==> config.mk <==
export PLATFORM = sky130hd
export DESIGN_NAME = irq_controller_flat
export DESIGN_NICKNAME = d
export VERILOG_FILES = /design/src/rtl/irq_controller_if.sv /design/src/rtl/irq_controller.sv /design/src/flat_wrapper.sv
export SDC_FILE = /design/constraint.sdc
export NUM_CORES = 1
export LEC_CHECK = 0
export ABC_CLOCK_PERIOD_IN_PS = 3300
export CELL_PAD_IN_SITES_DETAIL_PLACEMENT = 1
export CELL_PAD_IN_SITES_GLOBAL_PLACEMENT = 1
export CORE_MARGIN = 2
export CORE_UTILIZATION = 35
export DETAILED_ROUTE_END_ITERATION = 10
export PLACE_DENSITY = 0.83
export SLEW_MARGIN = 20
export SYNTH_ARGS = -nofsm -noshare
export SYNTH_HDL_FRONTEND = slang
export SYNTH_SLANG_ARGS = --single-unit
==> constraint.sdc <==
create_clock -name clk -period 3.3 [get_ports clk]
set_input_delay 0.33 -clock clk [delete_from_list [all_inputs] [get_ports clk]]
set_output_delay 0.33 -clock clk [all_outputs]
set_load 0.1 [all_outputs]
==> src/rtl/irq_controller_if.sv <==
// Signal bundle between the interrupt sources/processor and irq_controller.
// The master side drives sources, mask writes, overrun clear and ack; the
// slave side (the controller) returns the request, id and status registers.
interface irq_controller_if #(
    parameter int NUM_SRC = 4,
    parameter int ID_W    = 2
);
    logic [NUM_SRC-1:0] irq_src;
    logic               mask_we;
    logic [NUM_SRC-1:0] mask_wdata;
    logic               ovr_clr;
    logic               irq_ack;
    logic               irq_out;
    logic [ID_W-1:0]    irq_id;
    logic [NUM_SRC-1:0] pending;
    logic [NUM_SRC-1:0] mask;
    logic [NUM_SRC-1:0] overrun;

    modport master (
        output irq_src, mask_we, mask_wdata, ovr_clr, irq_ack,
        input  irq_out, irq_id, pending, mask, overrun
    );

    modport slave (
        input  irq_src, mask_we, mask_wdata, ovr_clr, irq_ack,
        output irq_out, irq_id, pending, mask, overrun
    );
endinterface

==> src/rtl/irq_controller.sv <==
// Interrupt controller: per-source edge detect, pending/overrun latching,
// enable mask, fixed lowest-index priority, req/ack handshake to the CPU and
// a hold-off gap between successive requests.

// Per-source cell: edge detect, pending bit and sticky overrun flag.
module irq_src_cell (
    input  logic clk,
    input  logic reset,
    input  logic src,
    input  logic clr,      // ack of this source this cycle
    input  logic ovr_clr,
    output logic pend,
    output logic ovr
);
    logic src_d;
    logic evt;

    // History resets high so a source held through reset is not an event.
    assign evt = src & ~src_d;

    // Edge history, pending (set beats clear) and overrun (set beats clear).
    always_ff @(posedge clk or posedge reset) begin
        if (reset) begin
            src_d <= 1'b1;
            pend  <= 1'b0;
            ovr   <= 1'b0;
        end else begin
            src_d <= src;
            pend  <= (pend & ~clr) | evt;
            ovr   <= (ovr & ~ovr_clr) | (evt & pend & ~clr);
        end
    end
endmodule

module irq_controller #(
    parameter int NUM_SRC = 4,
    parameter int HOLDOFF = 4,
    parameter int ID_W    = (NUM_SRC > 1) ? $clog2(NUM_SRC) : 1
) (
    input logic             clk,
    input logic             reset,
    irq_controller_if.slave bus
);
    typedef enum logic [1:0] {IDLE, ASSERT, HOLD} state_t;

    state_t             state, state_nxt;
    logic [7:0]         cnt, cnt_nxt;
    logic [ID_W-1:0]    id_q, id_nxt;
    logic               irq_q;
    logic [NUM_SRC-1:0] mask_q;
    logic [NUM_SRC-1:0] pend;
    logic [NUM_SRC-1:0] ovr;
    logic [NUM_SRC-1:0] clr;
    logic [NUM_SRC-1:0] req;
    logic               sel_vld;
    logic [ID_W-1:0]    sel_id;
    logic               ack_fire;

    // Ack only counts while a request is actually outstanding.
    assign ack_fire = (state == ASSERT) & bus.irq_ack;
    assign req      = pend & mask_q;

    for (genvar i = 0; i < NUM_SRC; i++) begin : g_src
        assign clr[i] = ack_fire & (id_q == ID_W'(i));

        irq_src_cell u_cell (
            .clk     (clk),
            .reset   (reset),
            .src     (bus.irq_src[i]),
            .clr     (clr[i]),
            .ovr_clr (bus.ovr_clr),
            .pend    (pend[i]),
            .ovr     (ovr[i])
        );
    end

    // Fixed priority: scan high to low so the lowest pending index is kept.
    always_comb begin
        sel_vld = 1'b0;
        sel_id  = '0;
        for (int i = NUM_SRC - 1; i >= 0; i--) begin
            if (req[i]) begin
                sel_vld = 1'b1;
                sel_id  = ID_W'(i);
            end
        end
    end

    // Next-state logic; irq_id is latched on entry to ASSERT and held otherwise.
    always_comb begin
        state_nxt = state;
        cnt_nxt   = cnt;
        id_nxt    = id_q;
        case (state)
            IDLE: begin
                if (sel_vld) begin
                    id_nxt    = sel_id;
                    state_nxt = ASSERT;
                end
            end
            ASSERT: begin
                if (bus.irq_ack) begin
                    cnt_nxt   = '0;
                    state_nxt = HOLD;
                end
            end
            HOLD: begin
                cnt_nxt = cnt + 8'd1;
                if (cnt == 8'(HOLDOFF - 1)) state_nxt = IDLE;
            end
            default: state_nxt = IDLE;
        endcase
    end

    // State, counter, id, registered request line and mask register.
    always_ff @(posedge clk or posedge reset) begin
        if (reset) begin
            state  <= IDLE;
            cnt    <= '0;
            id_q   <= '0;
            irq_q  <= 1'b0;
            mask_q <= '0;
        end else begin
            state  <= state_nxt;
            cnt    <= cnt_nxt;
            id_q   <= id_nxt;
            irq_q  <= (state_nxt == ASSERT);
            if (bus.mask_we) mask_q <= bus.mask_wdata;
        end
    end

    assign bus.irq_out = irq_q;
    assign bus.irq_id  = id_q;
    assign bus.pending = pend;
    assign bus.mask    = mask_q;
    assign bus.overrun = ovr;
endmodule

==> src/flat_wrapper.sv <==
// flat-port wrapper written by rule: the top's interface ports become plain ports
module irq_controller_flat 
#(
    parameter int NUM_SRC = 4,
    parameter int HOLDOFF = 4,
    parameter int ID_W    = (NUM_SRC > 1) ? $clog2(NUM_SRC) : 1
)
  (clk, reset, bus_irq_src, bus_mask_we, bus_mask_wdata, bus_ovr_clr, bus_irq_ack, bus_irq_out, bus_irq_id, bus_pending, bus_mask, bus_overrun);
  irq_controller_if #(.NUM_SRC(NUM_SRC), .ID_W(ID_W)) bus_i ();
  input logic clk;
  input logic reset;
  input wire logic [$bits(bus_i.irq_src)-1:0] bus_irq_src;
  input wire logic [$bits(bus_i.mask_we)-1:0] bus_mask_we;
  input wire logic [$bits(bus_i.mask_wdata)-1:0] bus_mask_wdata;
  input wire logic [$bits(bus_i.ovr_clr)-1:0] bus_ovr_clr;
  input wire logic [$bits(bus_i.irq_ack)-1:0] bus_irq_ack;
  output wire logic [$bits(bus_i.irq_out)-1:0] bus_irq_out;
  output wire logic [$bits(bus_i.irq_id)-1:0] bus_irq_id;
  output wire logic [$bits(bus_i.pending)-1:0] bus_pending;
  output wire logic [$bits(bus_i.mask)-1:0] bus_mask;
  output wire logic [$bits(bus_i.overrun)-1:0] bus_overrun;
  assign bus_i.irq_src = bus_irq_src;
  assign bus_i.mask_we = bus_mask_we;
  assign bus_i.mask_wdata = bus_mask_wdata;
  assign bus_i.ovr_clr = bus_ovr_clr;
  assign bus_i.irq_ack = bus_irq_ack;
  assign bus_irq_out = bus_i.irq_out;
  assign bus_irq_id = bus_i.irq_id;
  assign bus_pending = bus_i.pending;
  assign bus_mask = bus_i.mask;
  assign bus_overrun = bus_i.overrun;
  irq_controller #(.NUM_SRC(NUM_SRC), .HOLDOFF(HOLDOFF), .ID_W(ID_W)) u_core (.clk(clk), .reset(reset), .bus(bus_i));
endmodule
# After elaboration in Yosys (flattened, before gate mapping)
# Index checks and enable logic that the tools add are counted.
[word_totals] register_bits=29 input_bits=13 out_inout_bits=15 wordCells=88
[classes] add_sub_neg=1 n_eq_ne=8 muxes=14 bitwise_logic=43 n_reduce_logical=5
[ops] op="$and A1 B1 Y1" count=25
[ops] op="$pmux W8 S2" count=1
[ops] op="$mux W2" count=7
[ops] op="$not A1 Y1" count=9
[ops] op="$add A8 B1 Y8 const B" count=1
[ops] op="$eq A8 B2 Y1 const B" count=1
[ops] op="$mux W8" count=1
[ops] op="$or A1 B1 Y1" count=8
[ops] op="$eq A2 B1 Y1 const B" count=3
[ops] op="$eq A2 B2 Y1 const B" count=3
[ops] op="$pmux W2 S3" count=1
[ops] op="$and A4 B4 Y4" count=1
[ops] op="$logic_not A2 Y1" count=2
[ops] op="$mux W1" count=4
[ops] op="$reduce_and A2 Y1" count=2
[ops] op="$ne A2 B2 Y1 const B" count=1
[ops] op="$reduce_bool A2 Y1" count=1

# Depth between registers and ports, before layout
[logic_depth] ltp_word=8 mapped_depth=5 mapped_depth_nobuf=5

# By module
# Synthesis repeated with hierarchy kept, for this count alone.
[hier_totals] cells_unflattened=114 hier_area_um2=1272.5
[modules_own_cells] module="irq_controller" n_inst=1 cells_per_inst=78 area_each_um2=822.0 seq_area_each_um2=425.4
[modules_own_cells] module="irq_src_cell" n_inst=4 cells_per_inst=9 area_each_um2=112.6 seq_area_each_um2=76.3

# Worst setup path before layout
# Ideal clock, no wire load.
[synth_timing] path_type="flip-flop to flip-flop" startpoint="register u_core.mask_q[3], in the netlist u_core.bus.mask[3]" endpoint="register u_core.id_q[0], in the netlist u_core.bus.irq_id[0]" setup_time_ns=0.126 arrival_time_ns=1.681 required_ns=3.174 setup_slack_ns=1.493 path_stages_with_launch=5 n_path_buf=0 period_less_slack_ns=1.807 cell_sequence="dfrtp_1 nand2_1 a211oi_2 nor2_1 mux2_2"
[synth_between] elab_chain_len=6 word_cells_on_any_way=10 classes_between="mux: 8; bitwise: 1; reduce/logical: 1"
[synth_rtl] element="start, declared" line="irq_controller.sv:50" text="logic [NUM_SRC-1:0] mask_q;"
[synth_rtl] element="start signal, assigned" line="irq_controller.sv:128" text="if (bus.mask_we) mask_q <= bus.mask_wdata;"
[synth_rtl] element="$and A4 B4 Y4 (*)" line="irq_controller.sv:61" text="assign req = pend & mask_q;"
[synth_rtl] element="$mux W1 (4 in a row)" line="irq_controller.sv:82" text="if (req[i]) begin"
[synth_rtl] element="$reduce_and A2 Y1 (no line)"
[synth_rtl] element="end signal, assigned" line="irq_controller.sv:126" text="id_q <= id_nxt;"
[synth_rtl] element="end, declared" line="irq_controller.sv:48" text="logic [ID_W-1:0] id_q, id_nxt;"
# Every way passes the cells marked *; elsewhere a longest branch is shown, timed or not.
# A chain may end at the register's enable or synchronous reset.

# Final worst setup path
[layout_timing] startpoint="register u_core.g_src[0].u_cell.pend" endpoint="output port bus_pending[0]"
[layout_rtl] element="start, declared" line="irq_controller.sv:12" text="output logic pend,"
[layout_rtl] element="start signal, assigned" line="irq_controller.sv:29" text="pend <= (pend & ~clr) | evt;"
[layout_rtl] element="end, declared" line="flat_wrapper.sv:19" text="output wire logic [$bits(bus_i.pending)-1:0] bus_pending;"
# No word-level cell between the ends.

==> flow_summary.ini <==
[timing]
finalHoldViolations = 0
grt_setup_unrepaired = false
tightest_slew_ps = 994
finalSetupViolCount = 0
final_max_slew_viol_count = 0
fmax_mhz = 444
tns_ps = 0
worst_slack_ps = 1050
slew_headroom_pct = 33.5
layout_min_cycle_time_ps = 2250
min_period_over_period_pct = 68.3
skew_ps = 16.5

[final_layout]
fill_cells = 383
antenna-diode-count = 0
syn_to_final_growth_pct = 26.6
nNetsFinal = 155
layout-drive-gt1-share_pct = 14.8

[placement]
dpl.hpwl_mm = 2.14
gp_congestion = 0.785
place_ws_ps = 1370
port-buffer-count = 27

[routing]
vias_per_cell = 5.10
num_vias = 958
drt_wl_total_mm = 2.90
first_iter_violations = 38
wl_per_cell_um = 15.4
route.detailed.drc = 0
antenna_left = 0
dr.pass1.iters = 4

[critical_path]
cp_slowest_cell = clkdlybuf4s50_1
worstPathCellList = clkdlybuf4s50_1
worst_setup_path_end_kind = output pin
crit_buf_inv = 1
cp_top_family = buffers and inverters
ff2ff_path_depth = 3
cp_max_fo = 4
cp_slowest_stage_delay_ps = 1180
crit_type = reg -> out
cp.depth = 1
worst_ep_arrival_time_ps = 1920
start_kind = register
crit_required_ps = 2970

[synth]
yosys_warnings = 0
post_synth.cell_area_avg_um2 = 11.0
syn-num-nets = 129
yosys_register_bits = 29
synthCells = 115
synth_area_mm2 = 0.00127
ys_types = 30
yosysSeqAreaShare_pct = 57.5

[clock_tree]
cts.path.max_buffers = 2
cts_tree = yes
postCtsHoldBufs = 0
cts_buffers = 5
cts.repair.resized = 0
ctsHtreeMaxLevel = 2
root_buffer = clkbuf_4
clkSinkCount = 29
post_cts_buffers = 0
clk_pin_slew_ps = 100
insertion_delay_ps = 330

[power_and_ir_drop]
power.density_mw_per_mm2 = 972
ir_drop_mv = 0.353
power_leakage_uw = 0.000698

[global_route]
grt_pass1_wl_mm = 5.01
grt_pass1_vias = 1036
grt_max_degree = 30
antenna_found_initial = 0
grtUsageTotal_pct = 16.3
grt_overflow = 0

[floorplanning]
core_mm2 = 0.00342
chipWidth_um = 64.2
initial_core_util_pct = 37.2
die-height_um = 64.2
core.rowCount = 21
io_pins = 28
dieArea_mm2 = 0.00413

[min_path]
hp-class = in -> async

[outcome]
status = complete, no violations

[job]
maxCapViolations = 0
-- synthesized netlist by cell type (all sizes together) --
cell type	count	share of area (%)
and3b	1	0.69
dfstp	4	8.3
and2b	1	0.59
nand3	4	1.6
nor4	1	0.49
o22ai	4	2.0
dfrtp	25	49
nor2	6	1.8
nand3b	1	0.59
inv	6	1.8
nor3	2	1.7
nand4	2	0.99
mux2i	2	1.6
and3	1	0.49
nand2b	6	3.5
a31oi	1	0.49
nand2	15	4.4
a22oi	1	0.59
o21ai	11	4.3
xor2	1	0.69
a21oi	1	0.39
or4b	1	0.79
o31ai	2	1.2
buf	8	4.7
ha	1	0.99
mux2	5	4.4
a211oi	1	0.99
a32oi	1	0.69
-- final timing paths --
check                                                         end  slack, ps                                  start
min reg2reg                             u_core.cnt[7]$_DFFE_PP0P_        510              u_core.cnt[7]$_DFFE_PP0P_
min in group clk           u_core.g_src[3].u_cell.src_d$_DFF_PP1_        440                         bus_irq_src[3]
min                          u_core.g_src[0].u_cell.ovr$_DFF_PP0_        380                                  reset
max in group asynchronous               u_core.cnt[3]$_DFFE_PP0P_       2520                                  reset
max reg2reg                  u_core.g_src[0].u_cell.ovr$_DFF_PP0_       1770              u_core.state[1]$_DFF_PP0_
max                                                bus_pending[0]       1050  u_core.g_src[0].u_cell.pend$_DFF_PP0_
-- kinds of logic (layout without fill, tap and decap cells) --
family | after synthesis | count (layout) | synth area share [%]
adders and majority gates | 1 | 1 | 0.985
and+or+nand+nor | 41 | 41 | 17.6
buffers and inverters | 14 | 41 | 6.50
DFF | 29 | 29 | 57.5
AOI/OAI and AO/OA | 22 | 22 | 10.6
xor gates and xnor gates | 1 | 1 | 0.690
muxes | 7 | 7 | 6.01
-- power breakdown --
part / leakage (µW) / internal [µW] / switching (µW)
clock network: 0.0000413 / 123 / 123
logic: 0.000310 / 200 / 578
registers: 0.000347 / 441 / 97.8
total: 0.000698 / 765 / 799
-- flip-flops by register name, indices dropped and copies added (netlist names) --
| register | count |
|---|---|
| u_core.cnt | 8 |
| u_core.state | 2 |
| u_core.bus.mask | 4 |
| u_core.g_src.u_cell.src_d | 4 |
| u_core.bus.irq_id | 2 |
| u_core.bus.irq_out | 1 |
| u_core.g_src.u_cell.ovr | 4 |
| u_core.g_src.u_cell.pend | 4 |
-- placed cells by master, fill, tap and decap left out, drive strengths merged --
| master | count |
|---|---|
| nand2 | 15 |
| a22oi | 1 |
| or4b | 1 |
| clkinv | 1 |
| o21ai | 11 |
| o22ai | 4 |
| a21oi | 1 |
| a211oi | 1 |
| nand3b | 1 |
| a31oi | 1 |
| clkdlybuf4s50 | 27 |
| nand4 | 2 |
| a32oi | 1 |
| nand3 | 4 |
| dfrtp | 25 |
| nor2 | 6 |
| mux2i | 2 |
| mux2 | 5 |
| dfstp | 4 |
| xor2 | 1 |
| o31ai | 2 |
| and3 | 1 |
| nand2b | 6 |
| ha | 1 |
| and2b | 1 |
| nor4 | 1 |
| nor3 | 2 |
| clkbuf | 7 |
| and3b | 1 |
| inv | 6 |
-- area by class of cell --
cell class              count  area [µm²]  share of cell area, %
inverters                   6        22.5                   1.40
repair buffers             27         270                   16.8
well taps                  46        57.6                   3.58
flip-flops and latches     29         731                   45.4
multi-input cells          72         457                   28.4
clock buffers               7        65.1                   4.05
clock inverters             1        5.00                  0.311
-- stage by stage --
step / total power [µW] / cell area [µm²] / cells / util, % / hold slack (ps)
2_1_floorplan: 1160 / 1270 / 115 / - / 334
3_5_place_dp: 1320 / 1540 / 180 / 45.0 / 497
4_1_cts: 1580 / 1610 / 188 / 47.1 / 424
5_1_grt: 1640 / 1610 / 188 / 47.1 / 410
6_report: 1560 / 1610 / 188 / 47.1 / 375
3_3_place_gp: 1300 / 1540 / 180 / 45.0 / 478
-- per-layer routing --
metal / vias up / wire length, µm / track usage, %
li1: 447 / - / -
met1: 486 / 1310 / 19.9
met2: 20 / 1430 / 26.0
met3: 5 / 114 / 4.58
met4: 0 / 44 / 8.51
met5: - / 0 / 0
Note: power is estimated with default switching activity, not from simulation.
